$ cat src/rtl/tag_pie_pkg.sv
// Shared PIE decoder types: FSM state encoding, default counter width and limits.
// Build option PIE_GLITCH_FILTER_EN (see pie_sync_edge) adds a majority filter.
package tag_pie_pkg;

  localparam int PIE_CNT_W     = 10;
  localparam int PIE_DELIM_MIN = 20;
  localparam int PIE_DELIM_MAX = 30;
  localparam int PIE_TARI_MIN  = 10;
  localparam int PIE_TARI_MAX  = 50;

  typedef enum logic [2:0] {
    ST_IDLE  = 3'd0,
    ST_TARI  = 3'd1,
    ST_RTCAL = 3'd2,
    ST_CAL   = 3'd3,
    ST_DATA  = 3'd4
  } pie_state_e;

  function automatic logic maj3(input logic a, input logic b, input logic c);
    return (a & b) | (a & c) | (b & c);
  endfunction

endpackage

$ cat src/rtl/pie_sync_edge.sv
// Brings the asynchronous PIE envelope into clk, optionally majority-filters it
// (PIE_GLITCH_FILTER_EN) and flags rising edges of the clean level.
module pie_sync_edge
  import tag_pie_pkg::*;
(
  input  logic clk,
  input  logic rst,
  input  logic i_pie,
  output logic s_level,
  output logic rise
);

  logic [1:0] sync;
  logic       lvl_q;

  // Line idles high, so every stage resets to 1 to avoid a false edge.
  always_ff @(posedge clk or posedge rst) begin
    if (rst) sync <= 2'b11;
    else     sync <= {sync[0], i_pie};
  end

`ifdef PIE_GLITCH_FILTER_EN
  logic [1:0] hist;
  logic       filt;

  // Two of three consecutive samples must agree, so a one-cycle pulse never passes.
  always_ff @(posedge clk or posedge rst) begin
    if (rst) begin
      hist <= 2'b11;
      filt <= 1'b1;
    end else begin
      hist <= {hist[0], sync[1]};
      filt <= maj3(sync[1], hist[0], hist[1]);
    end
  end

  assign s_level = filt;
`else
  assign s_level = sync[1];
`endif

  always_ff @(posedge clk or posedge rst) begin
    if (rst) lvl_q <= 1'b1;
    else     lvl_q <= s_level;
  end

  assign rise = s_level & ~lvl_q;

endmodule

$ cat src/rtl/pie_decoder.sv
// PIE envelope decoder: delimiter detect, Tari/RTcal/TRcal calibration, symbol slicing.
// Build option PIE_GLITCH_FILTER_EN lengthens edge latency from 3 to 5 clk.
module pie_decoder
  import tag_pie_pkg::*;
#(
  parameter int CNT_W     = PIE_CNT_W,
  parameter int DELIM_MIN = PIE_DELIM_MIN,
  parameter int DELIM_MAX = PIE_DELIM_MAX,
  parameter int TARI_MIN  = PIE_TARI_MIN,
  parameter int TARI_MAX  = PIE_TARI_MAX
) (
  input  logic             clk,
  input  logic             rst,
  input  logic             i_pie,
  output logic             o_bit,
  output logic             o_bit_vld,
  output logic             o_sof,
  output logic             o_preamble,
  output logic             o_eof,
  output logic             o_err,
  output logic [CNT_W-1:0] o_rtcal,
  output logic [CNT_W-1:0] o_trcal
);

  localparam logic [CNT_W-1:0] CNT_MAX = {CNT_W{1'b1}};
  localparam logic [CNT_W-1:0] DMIN    = CNT_W'(DELIM_MIN);
  localparam logic [CNT_W-1:0] DMAX    = CNT_W'(DELIM_MAX);
  localparam logic [CNT_W-1:0] TMIN    = CNT_W'(TARI_MIN);
  localparam logic [CNT_W-1:0] TMAX    = CNT_W'(TARI_MAX);

  logic             s_level, rise;
  logic [CNT_W-1:0] cnt, lo_cnt, tari, pivot;
  logic [CNT_W+1:0] cnt_x, tari_x2, tari_x4;
  logic [CNT_W:0]   rt_p1;
  logic             cnt_sat, delim_ok, tari_ok, rt_ok, trcal_seen, sym_bit, eof_hit;
  logic             bit_d, bit_vld_d, sof_d, eof_d, err_d;
  pie_state_e       state, state_nxt;

  pie_sync_edge u_sync (
    .clk     (clk),
    .rst     (rst),
    .i_pie   (i_pie),
    .s_level (s_level),
    .rise    (rise)
  );

  // cnt restarts at 1 so its value at the next rise equals the rise-to-rise interval.
  always_ff @(posedge clk or posedge rst) begin
    if (rst) begin
      cnt    <= '0;
      lo_cnt <= '0;
    end else begin
      if (rise)              cnt <= CNT_W'(1);
      else if (!cnt_sat)     cnt <= cnt + CNT_W'(1);
      if (rise)                               lo_cnt <= '0;
      else if (!s_level && lo_cnt != CNT_MAX) lo_cnt <= lo_cnt + CNT_W'(1);
    end
  end

  assign cnt_sat    = (cnt == CNT_MAX);
  assign delim_ok   = (lo_cnt >= DMIN) && (lo_cnt <= DMAX);
  assign tari_ok    = (cnt >= TMIN) && (cnt <= TMAX);
  assign cnt_x      = {2'b00, cnt};
  assign tari_x2    = {1'b0, tari, 1'b0};
  assign tari_x4    = {tari, 2'b00};
  assign rt_ok      = (cnt_x >= tari_x2) && (cnt_x <= tari_x4);
  assign pivot      = o_rtcal >> 1;
  assign trcal_seen = (cnt > o_rtcal);
  assign sym_bit    = (cnt > pivot);
  assign rt_p1      = {1'b0, o_rtcal} + {{CNT_W{1'b0}}, 1'b1};
  assign eof_hit    = ({1'b0, cnt} >= rt_p1) || cnt_sat;

  always_ff @(posedge clk or posedge rst) begin
    if (rst) state <= ST_IDLE;
    else     state <= state_nxt;
  end

  // A rise always takes priority over timeout/saturation in the same cycle.
  always_comb begin
    state_nxt = state;
    case (state)
      ST_IDLE:  if (rise && delim_ok) state_nxt = ST_TARI;
      ST_TARI:  if (rise)             state_nxt = tari_ok ? ST_RTCAL : ST_IDLE;
                else if (cnt_sat)     state_nxt = ST_IDLE;
      ST_RTCAL: if (rise)             state_nxt = rt_ok ? ST_CAL : ST_IDLE;
                else if (cnt_sat)     state_nxt = ST_IDLE;
      ST_CAL:   if (rise)             state_nxt = ST_DATA;
                else if (cnt_sat)     state_nxt = ST_IDLE;
      ST_DATA:  if (!rise && eof_hit) state_nxt = ST_IDLE;
      default:                        state_nxt = ST_IDLE;
    endcase
  end

  always_comb begin
    bit_vld_d = rise && ((state == ST_DATA) || (state == ST_CAL && !trcal_seen));
    bit_d     = bit_vld_d ? sym_bit : o_bit;
    sof_d     = rise && (state == ST_CAL);
    eof_d     = !rise && (state == ST_DATA) && eof_hit;
    err_d     = (rise && state == ST_TARI && !tari_ok) ||
                (rise && state == ST_RTCAL && !rt_ok) ||
                (!rise && cnt_sat &&
                 (state == ST_TARI || state == ST_RTCAL || state == ST_CAL));
  end

  always_ff @(posedge clk or posedge rst) begin
    if (rst) begin
      o_bit     <= 1'b0;
      o_bit_vld <= 1'b0;
      o_sof     <= 1'b0;
      o_eof     <= 1'b0;
      o_err     <= 1'b0;
    end else begin
      o_bit     <= bit_d;
      o_bit_vld <= bit_vld_d;
      o_sof     <= sof_d;
      o_eof     <= eof_d;
      o_err     <= err_d;
    end
  end

  // o_rtcal tracks every RTcal measurement; o_trcal only changes on a preamble.
  always_ff @(posedge clk or posedge rst) begin
    if (rst) begin
      tari       <= '0;
      o_rtcal    <= '0;
      o_trcal    <= '0;
      o_preamble <= 1'b0;
    end else if (rise) begin
      if (state == ST_TARI)  tari    <= cnt;
      if (state == ST_RTCAL) o_rtcal <= cnt;
      if (state == ST_CAL) begin
        o_preamble <= trcal_seen;
        if (trcal_seen) o_trcal <= cnt;
      end
    end
  end

endmodule

$ cat config.mk
export PLATFORM = sky130hd
export DESIGN_NAME = pie_decoder
export DESIGN_NICKNAME = d
export VERILOG_FILES = /design/src/rtl/tag_pie_pkg.sv /design/src/rtl/pie_sync_edge.sv /design/src/rtl/pie_decoder.sv
export SDC_FILE = /design/constraint.sdc
export NUM_CORES = 1
export LEC_CHECK = 0
export ABC_AREA = 1
export CORE_UTILIZATION = 55
export CTS_CLUSTER_DIAMETER = 100
export DETAILED_ROUTE_END_ITERATION = 12
export DONT_BUFFER_PORTS = 1
export PLACE_DENSITY = 0.78
export REMOVE_ABC_BUFFERS = 1
export SYNTH_ARGS = -nofsm -noshare
export SYNTH_HDL_FRONTEND = slang
export SYNTH_SLANG_ARGS = --single-unit
export TNS_END_PERCENT = 20
$ cat constraint.sdc
create_clock -name clk -period 3.8 [get_ports clk]
set_input_delay 0.95 -clock clk [delete_from_list [all_inputs] [get_ports clk]]
set_output_delay 0.95 -clock clk [all_outputs]
set_load 0.005 [all_outputs]
==> results.toml <==
[run_status]
status = "finished clean"

[finish]
drive_gt1_frac = 0.08475
antennaDiodeCount = 0
final.fill_count = 633
finalInstanceArea_mm2 = 0.004378
nets = 580
mostFrequentLayoutCells = "nand2_1 (134), inv_1 (69), dfrtp_1 (59)"
syn_to_final_growth_pct = 6.353
layout_commonest_cell = "nand2_1"

[placement]
place_congestion = 0.9538
place_area_mm2 = 0.004193
port_buffers = 0
hpwl_um = 6913

[global_route]
grt-busiest-layer = "met2"
gr-usage-met2 = 0.4580
grt_max_degree = 42
use_met1 = 0.3209
grt_overflow = 0
grt_pass1_wl_um = 15320
antenna_found_initial = 0
grt_pass1_vias = 3336
grt_usage = 0.2632
grt_use_met3 = 0.05224

[worst_hold_path]
hp-class = "flip-flop to flip-flop"
min_delay_path_depth = 0
worstHoldStart = "u_sync.sync[0]"

[drt]
vias = 3427
wire_per_inst_um = 14.87
drtIter0Drc = 226
ant_nets = 0
drc = 0
vias_per_cell = 5.440
drt_wl_total_um = 9367
firstDrtPassIters = 5

[sta]
drv_slew = 0
fin_crit_ns = 2.479
finalSetupViolations = 0
finClkSkew_ns = 0.01247
clock.fmax_ghz = 0.4034
worst_slew_pin_slew_ns = 0.6993
rsz0062_at_grt = "no"
fin_setup_tns_ns = 0
post-route-period-util = 0.6524
relSlewSlack = 0.5323
hold_viol_final = 0

[synth]
synth_top_flop_cell = "dfrtp_1"
syn_inst = 522
ys_seq_elements = 62
syn_area_mm2 = 0.004116
syn_area_per_cell_um2 = 7.886
synth_warnings = 0
yosysUniqueCellTypes = 38
synth_edf_count = 0
seq_area_frac_synth = 0.3778
ys_async_sr_fraction = 1.000

[clock_network]
cts_resized = 0
clkLatencyLatePin_ns = 0.35
cts_root_buf = "clkbuf_8"
cts_tree = "yes"
post-cts-setup-buffer-count = 0
cts.sinks = 62
ctsHtreeMaxLevel = 3
max-clock-path-buffers = 2
clk_pin_slew_worst_paths_ns = 0.09
cts_hold_buf = 0
numCtsBuffers = 9

[pwr]
p_per_area_mw_per_mm2 = 431.3
power.static_leakage_nw = 2.189
ir_drop_mv = 0.2324

[setup_path]
critical_path_class = "flip-flop to flip-flop"
critPathCapture = "state[0]"
cp_max_fo = 6
timing.rr.start = "o_rtcal[2]"
reg2reg_to = "state[0]"
required_ns = 4.04
r2r_slack_ns = 1.32
endpoint_kind = "flip-flop"
r2r_cells = 15
critPathArrivalTime_ns = 2.72
cp-start-kind = "flip-flop"
crit_start = "o_rtcal[2]"

[floorplanning]
die_x_um = 88.51
core_mm2 = 0.007253
row_count = 31
start_util = 0.5675
dieArea_mm2 = 0.007834
ios = 29
die_h_um = 88.51

[flow_run]
drv_cap = 0
how the worst min path moves through the flow:
stage | slack [ns] | end
2_1_floorplan | 0.35 | u_sync.sync[1]
3_3_place_gp | 0.35 | u_sync.sync[1]
3_5_place_dp | 0.35 | u_sync.sync[1]
4_1_cts | 0.36 | u_sync.sync[1]
5_1_grt | 0.37 | u_sync.sync[1]
6_report | 0.36 | u_sync.sync[1]
power by group:
| part | switching, mW | leakage (nW) | total [mW] | internal, mW |
|---|---|---|---|---|
| sequential | 0.0794 | 0.845 | 0.770 | 0.691 |
| combinational | 0.356 | 1.25 | 0.557 | 0.201 |
| clock | 0.312 | 0.0888 | 0.561 | 0.249 |
| total | 0.748 | 2.19 | 1.89 | 1.14 |
flip-flops by register name (all words and copies together) (netlist names):
signal and count:
o_err 1, o_bit_vld 1, u_sync.lvl_q 1, o_eof 1, o_preamble 1, o_trcal 10, cnt 10, lo_cnt 10
tari 10, o_rtcal 10, o_sof 1, u_sync.sync 2, state 3, o_bit 1
layout make-up:
class	count	area, um^2	share of cell area
clock inverter	7	61.31	0.01400
multi-input combinational	376	2211	0.5050
sequential	62	1555	0.3552
timing repair buffer	2	15.01	0.003430
inverter	75	287.8	0.06573
clock buffer	9	123.9	0.02829
tap	99	123.9	0.02829
synth_stat cells (4+ instances only):
cell type    n  area [um^2]
a21oi_1     27        135.1
a31oi_1      4        25.02
dfrtp_1     59         1476
ha_1        51        638.1
inv_1       70        262.8
nand2_1    134        503.0
nand3_1     25        125.1
nand4_1      7        43.79
nor2_1      37        138.9
nor3_1      11        55.05
o211ai_1     4        30.03
o21ai_0     38        190.2
o21ai_2     10        87.58
xor2_1       8        70.07
worst max-delay path, stage by stage, from the launching register on:
cell     delay (ns)
dfrtp_1        0.50
nand3_1        0.15
nor2_1         0.11
nand2_1        0.09
nor3_1         0.25
nand3_1        0.13
xor2_1         0.16
ha_1           0.29
a21oi_1        0.19
inv_1          0.06
nor2_1         0.09
nand2_1        0.06
nand2_1        0.08
nand3_1        0.09
nand2_1        0.07
nor2_1         0.04
cells by family after synthesis:
logic type                 synth area share
adders and majority gates            0.1550
buffers and inverters               0.08510
AOI/OAI and AO/OA                    0.1286
xor gates and xnor gates            0.01915
and+or+nand+nor                      0.2343
DFF                                  0.3778
per-stage QoR:
stage / utilization / total power, mW / hold WS (ns) / std cells / worst slack, ns
2_1_floorplan: - / 1.167 / 0.3452 / 513 / 1.314
3_3_place_gp: 0.5781 / 1.301 / 0.3472 / 614 / 1.420
3_5_place_dp: 0.5781 / 1.330 / 0.3510 / 614 / 1.361
4_1_cts: 0.6036 / 1.892 / 0.3642 / 630 / 1.336
5_1_grt: 0.6036 / 2.021 / 0.3656 / 630 / 1.081
6_report: 0.6036 / 1.888 / 0.3615 / 630 / 1.321
layer usage:
metal  share of wire  wire (um)
met3           0.053        498
met5               0          0
met4           0.016        146
met1            0.43       4059
met2            0.50       4663
Note: power is estimated with default switching activity, not from simulation.
